## config.mk

```make
export PLATFORM = sky130hd
export DESIGN_NAME = fc_fold_scheduler
export DESIGN_NICKNAME = d
export VERILOG_FILES = /design/src/rtl/fc_fold_scheduler.sv
export SDC_FILE = /design/constraint.sdc
export NUM_CORES = 1
export LEC_CHECK = 0
export CORE_AREA = 2 2 211 213
export DETAILED_ROUTE_END_ITERATION = 16
export DIE_AREA = 0 0 213 215
export GPL_ROUTABILITY_DRIVEN = 1
export PLACE_DENSITY = 0.65
export SYNTH_ARGS = -nofsm -noshare
export SYNTH_HDL_FRONTEND = slang
export SYNTH_SLANG_ARGS = --single-unit
```

## constraint.sdc

```tcl
create_clock -name clk -period 2.1 [get_ports clk]
set_input_delay 0.63 -clock clk [delete_from_list [all_inputs] [get_ports clk]]
set_output_delay 0.63 -clock clk [all_outputs]
set_load 0.03 [all_outputs]
```

## src/rtl/fc_fold_scheduler.sv

```systemverilog
// Fold scheduler for a binarized FC layer: latches one activation vector, sweeps the weight-slice
// index over FOLD passes and collects the popcounts into a full result buffer.
// Optional `define FOLD_SCHED_THRESH_EN adds per-neuron threshold comparison (thresh in, out_bin out).
`timescale 1ns / 1ps

module fc_fold_scheduler #(
   parameter int unsigned DIM_IN     = 110,
   parameter int unsigned LOG_DIM_IN = 7,
   parameter int unsigned DIM_OUT    = 32,
   parameter int unsigned FOLD       = 4,
   parameter int unsigned FW         = (FOLD > 1) ? $clog2(FOLD) : 1
) (
   input  logic                                     clk,
   input  logic                                     rst_n,
   input  logic                                     in_valid,
   output logic                                     in_ready,
   input  logic [DIM_IN-1:0]                        in_vec,
   output logic [DIM_IN-1:0]                        mul_vec,
   output logic [FW-1:0]                            fold_idx,
   input  logic [(DIM_OUT/FOLD)*(LOG_DIM_IN+1)-1:0] pc_in,
   output logic                                     out_valid,
   input  logic                                     out_ready,
   output logic [DIM_OUT*(LOG_DIM_IN+1)-1:0]        out_cnt,
`ifdef FOLD_SCHED_THRESH_EN
   input  logic [DIM_OUT*(LOG_DIM_IN+1)-1:0]        thresh,
   output logic [DIM_OUT-1:0]                       out_bin,
`endif
   output logic                                     busy
);

   localparam int unsigned CW  = LOG_DIM_IN + 1;
   localparam int unsigned NPF = DIM_OUT / FOLD;
   localparam int unsigned SW  = NPF * CW;

   if ((DIM_OUT % FOLD) != 0) begin : g_bad_fold
      $error("fc_fold_scheduler: DIM_OUT must be a multiple of FOLD");
   end

   typedef enum logic [1:0] {StIdle, StRun, StDone} state_e;

   state_e                   state_q, state_d;
   logic [DIM_IN-1:0]        mul_vec_q, mul_vec_d;
   logic [FW-1:0]            fold_q, fold_d;
   logic [DIM_OUT*CW-1:0]    cnt_q, cnt_d;
`ifdef FOLD_SCHED_THRESH_EN
   logic [DIM_OUT-1:0]       bin_q, bin_d;
`endif

   always_ff @(posedge clk or negedge rst_n) begin
      if (!rst_n) begin
         state_q   <= StIdle;
         mul_vec_q <= '0;
         fold_q    <= '0;
         cnt_q     <= '0;
`ifdef FOLD_SCHED_THRESH_EN
         bin_q     <= '0;
`endif
      end else begin
         state_q   <= state_d;
         mul_vec_q <= mul_vec_d;
         fold_q    <= fold_d;
         cnt_q     <= cnt_d;
`ifdef FOLD_SCHED_THRESH_EN
         bin_q     <= bin_d;
`endif
      end
   end

   always_comb begin
      state_d   = state_q;
      mul_vec_d = mul_vec_q;
      fold_d    = fold_q;
      cnt_d     = cnt_q;
`ifdef FOLD_SCHED_THRESH_EN
      bin_d     = bin_q;
`endif
      case (state_q)
         StIdle: begin
            if (in_valid) begin
               mul_vec_d = in_vec;
               fold_d    = '0;
               state_d   = StRun;
            end
         end
         StRun: begin
            // Only the slice selected by the current fold index is rewritten this pass.
            for (int f = 0; f < int'(FOLD); f++) begin
               if (fold_q == FW'(f)) begin
                  cnt_d[f*SW +: SW] = pc_in;
`ifdef FOLD_SCHED_THRESH_EN
                  for (int j = 0; j < int'(NPF); j++) begin
                     bin_d[f*NPF + j] = (pc_in[j*CW +: CW] >= thresh[(f*NPF + j)*CW +: CW]);
                  end
`endif
               end
            end
            if (fold_q == FW'(FOLD - 1)) begin
               fold_d  = '0;
               state_d = StDone;
            end else begin
               fold_d = fold_q + FW'(1);
            end
         end
         StDone: begin
            if (out_ready) begin
               state_d = StIdle;
            end
         end
         default: state_d = StIdle;
      endcase
   end

   assign in_ready  = (state_q == StIdle);
   assign out_valid = (state_q == StDone);
   assign busy      = (state_q == StRun) || (state_q == StDone);
   assign mul_vec   = mul_vec_q;
   assign fold_idx  = fold_q;
   assign out_cnt   = cnt_q;
`ifdef FOLD_SCHED_THRESH_EN
   assign out_bin   = bin_q;
`endif

endmodule

```

---- After elaboration in Yosys (flattened, before gate mapping) ----
Index checks and enable logic that the tools add are counted.
storage, ports and cells
  memories kept ........................... 0
  output and inout port bits .............. 371
  flip-flop bits (word level) ............. 370
  logic and storage cells ................. 34
  bits in writable memories ............... 0
  input port bits ......................... 178
  memory bits (read-only) ................. 0
  latch bits .............................. 0
operators by class
  shift operators ......................... 0
  bitwise logic cells ..................... 0
  $mul .................................... 0
  add/sub/neg operators ................... 1
  reduce and logical (&&, ||, !) cells .... 11
  equality and inequality tests ........... 8
  div/mod/pow operators ................... 0
  mux-type cells .......................... 7
  $lt $le $gt $ge ......................... 0
operators by type and width
  operator                                       count
  AND reduction 2 bit                            6
  two-way mux 2 bit                              5
  == test 2 bit, second input constant           3
  one-hot mux 2 bit (3 select lines)             1
  == test 2 x 1 -> 1 bit, second input constant  2
  zero test 2 bit                                2
  != test 2 bit, second input constant           2
  one-hot mux 2 bit (2 select lines)             1
  AND reduction 3 bit                            1
  adder 2 x 1 -> 2 bit, second input constant    1
  != test 2 x 1 -> 1 bit, second input constant  1
  nonzero test 2 bit                             1
  logical OR 1 bit                               1

---- Longest topological paths before layout ----
  depth after elaboration ................. 3
  depth in mapped cells ................... 6
  depth with buffers taken out ............ 5

---- Worst setup path after synthesis ----
OpenSTA, ideal clock, no wires.
  path type ............................... register -> register
  start ................................... reg state_q[0]
  end ..................................... reg mul_vec_q[0] (netlist: mul_vec[0])
  path buffers ............................ 2
  path slack .............................. 0.410 ns
  arrival ................................. 1.565 ns
  setup time .............................. 0.125 ns
  clock period less this slack ............ 1.690 ns
  cell stages (with the launch flop) ...... 7
  required time ........................... 1.975 ns
  path through ............................ dfrtp_1 -> inv_1 -> ha_1 -> nand2_1 -> buf_4 -> buf_6 -> mux2_2
between the ends
  word-level cells in the longest chain between the ends .. 2
ends and longest elaborated chain
  element                        line  source
  start: declaration             41    state_e state_q, state_d;
  start signal: assignment       51    state_q <= StIdle;
  start signal: assignment       59    state_q <= state_d;
  zero test 2 bit                n/a
  net in_ready                   16    output logic in_ready,
  AND reduction 2 bit (no line)  n/a
  end signal: assignment         60    mul_vec_q <= mul_vec_d;
  end: declaration               42    logic [DIM_IN-1:0] mul_vec_q, mul_vec_d;
The timed path passes the listed nets, and every way through them passes these cells.
A chain may end at the register's enable or synchronous reset.

---- Final worst setup path ----
  start ................................... reg state_q[0]
  end ..................................... out out_valid
between the ends
  word-level cells in the longest chain between the ends .. 1
ends and longest elaborated chain
  element           line  source
  == test 2 bit     114   assign out_valid = (state_q == StDone);
  end: declaration  21    output logic out_valid,
Every way passes these cells.

==> flow_metrics.tcl <==
set metrics [dict create \
    htree_levels 2 \
    synthToLayoutAreaGrowth_pct 50.4 \
    finalCritPeriodShare_pct 95.9 \
    synthCells 804 \
    rows 77 \
    p_comb_share_pct 50.5 \
    path_buf_inv 2 \
    rsz0062_at_grt "false" \
    cp-end-kind "primary output" \
    max_freq_ghz 0.496 \
    async_flop_share_pct 100 \
    start_util_pct 32.2 \
    final-hold-violation-count 0 \
    p_switching_mw 16.6 \
    numCtsBuffers 41 \
    finClkSkew_ns 0.0138 \
    intPower_mw 22.4 \
    n_fill_cell 3961 \
    io_pins 549 \
    use_met1_pct 19.3 \
    port_buffers 548 \
    met3_usage_pct 6.44 \
    coreArea_um2 43600 \
    period_minus_slack_ns 2.01 \
    holdWs_ns 0.496 \
    cts.clk_slew.worst_paths_ns 0.06 \
    drive_gt1_share_pct 33.3 \
    grt_use_total_pct 17.6 \
    p_clk_share_pct 17.4 \
    maxCapViolations 0 \
    status "finished clean" \
    drcViolationCount 0 \
    synth-seq-area-share_pct 66.0 \
    tritoncts "done" \
    setup_tns_ns 0 \
    relSlewSlack_pct 66.1 \
    maxSlewViolCount 0 \
    slowest_stage "dfrtp_1" \
    wirelength_mm 40.6 \
    yosysUniqueCellTypes 19 \
    critPathKind "flip-flop to primary output" \
    hpwl_mm 30.3 \
    first_pass_iters 4 \
    crit_path_start_kind "flip-flop" \
    synth_edf_count 0 \
    setup_slack_ns 0.0851 \
    crit_fanout 2 \
    seqCellArea_um2 9260 \
    post-synth-top-count-cell "dfrtp_1" \
    p_leak_nw 9.52 \
    power_frac_seq_pct 32.2 \
    met2_usage_pct 31.7 \
    grt.busiest_layer "met2" \
    synth.area.top_cells "dfrtp_1 (66%), mux2_2 (29%), buf_6 (2.6%)" \
    drtAntennaViolNets 0 \
    setup_viol_count_final 0 \
    power.density_nw_per_um2 1850 \
    synthFlopType "dfrtp_1" \
    crit_chain "inv_2, ha_1, buf_12" \
    synthesis.area_um2 14000 \
    antenna_found_initial 1 \
    synthesis.nets 990 \
    grt-ovfl-total 0 \
    cts_buffer_depth 3 \
    syn_area_per_cell_um2 17.5 \
    cts_root_buf "clkbuf_16" \
    vias 9030 \
    dieArea_um2 45800 \
    multiInputGateArea_um2 4380 \
    num-nets-final 1575 \
    grt_pass1_vias 9896 \
    swShare_pct 42.5 \
    ys.warnings.count 0 \
    drt-initial-drc-count 313 \
    synth_area_leader_cell "dfrtp_1" \
    utilization_pct 48.4 \
    insertion_delay_ns 0.55 \
    cp.required_ns 1.47 \
    max_stage_delay_ns 0.39 \
    clkSinkCount 370 \
    place_area_um2 20300 \
    cp_data_arrival_time_ns 1.38 \
    finalInstanceArea_um2 21100 \
    critical_path.top_delay_family "flip-flops" \
    max-vdd-ir-drop_v 0.000946 \
    synth_top_area_share_pct 66.0 \
    wl_per_cell_um 20.2 \
    synth_common_cells "dfrtp_1 (370), mux2_2 (367), buf_6 (33), ha_1 (8), inv_1 (5)" \
    grt_max_degree 90 \
    viasPerCell 4.50 \
    die_x_um 213 \
    hp-class "flip-flop to flip-flop" \
    die_h_um 215 \
    worstMarginPinSlew_ns 0.509 \
    grt_pass1_wl_mm 61.3 \
    ys_ff_latch 370 \
    place_congestion 0.779 \
    dp_slack_ns -0.00122 \
]
[flip-flops by register name, indices dropped and copies added, names as in the netlist]
signal and cells:
fold_idx 2, state_q 2, out_cnt 256, mul_vec 110
[routing by layer]
layer  vias to the layer above  share of wire [%]
met4                         0                2.4
met2                       343                 52
met3                        60                8.6
met1                      4605                 37
li1                       4022                  -
met5                         -                  0
[stage by stage]
step,power [mW],std cells
after floorplan,25.1,804
after global placement,34.9,1936
after detailed placement,35.2,1936
after CTS,39.6,2005
after global routing,40.9,2006
final,39.0,2006
[layout by cell type, fill, tap and decap left out, drive strengths merged]
master	n
dfrtp	370
mux2	367
dlygate4sd2	366
clkdlybuf4s50	176
clkbuf	57
buf	35
ha	8
inv	8
clkinv	6
nand2	5
nor2b	3
o21ai	2
diode	1
nor2	1
o41ai	1
nor3b	1
o32a	1
nor3	1
mux2i	1
a32oi	1
bufinv	1
dlygate4sd3	1
clkdlybuf4s15	1
[worst reg2reg max path: cells and delay by family (launching register included)]
kind                     cells  cell delay [ns]
flip-flops                   1             0.39
buffers and inverters        2             0.43
adder cells (fa/ha/maj)      1             0.37
multiplexers                 1             0.47
AND/OR/NAND/NOR              1             0.19
[cell families after synthesis]
group                      Yosys count  synth area share (%)
muxes                              368                  29.5
adders and majority gates            8                 0.713
DFF                                370                  66.0
AOI/OAI and AO/OA                    5                 0.268
and+or+nand+nor                     11                 0.455
buffers and inverters               42                  3.07
[repair_timing]
action | 4_1_cts | 5_1_grt
setup endpoints to repair | 370 | 0
buffers inserted | 1 | 0
resized for setup | 373 | 0
hold buffers | 1 | 0
endpoints found under the hold margin | 20 | 0
[power groups by stage]
stage / registers, mW / clock network, mW / logic, mW
6_report: 12.6 / 6.78 / 19.7
5_1_grt: 13.0 / 7.33 / 20.6
4_1_cts: 12.6 / 7.02 / 20.0
3_5_place_dp: 12.8 / 0 / 22.4
3_3_place_gp: 12.7 / 0 / 22.2
2_1_floorplan: 20.0 / 0 / 5.20
[path summary, 6_finish.rpt]
| path | slack, ns | cells past startpoint | from | to |
|---|---|---|---|---|
| min in group asynchronous | 0.57 | 2 | rst_n | out_cnt[179] |
| min | 0.50 | 1 | out_cnt[79] | out_cnt[79] |
| max | 0.09 | 3 | state_q[0] | out_valid |
| min reg2reg | 0.50 | 1 | out_cnt[79] | out_cnt[79] |
| max reg2reg | 0.12 | 5 | state_q[0] | out_cnt[233] |
| max in group asynchronous | 0.73 | 3 | rst_n | mul_vec[33] |
[final cells by class]
| cell class | count | area share [%] |
|---|---|---|
| flip-flops and latches | 370 | 43.9 |
| multi-input cells | 392 | 20.7 |
| diodes | 1 | 0.0119 |
| clock buffers | 57 | 5.52 |
| inverters | 5 | 0.0889 |
| repair buffers | 579 | 25.9 |
| clock inverters | 10 | 0.409 |
| well taps | 592 | 3.51 |
(Power assumes the default switching activity.)
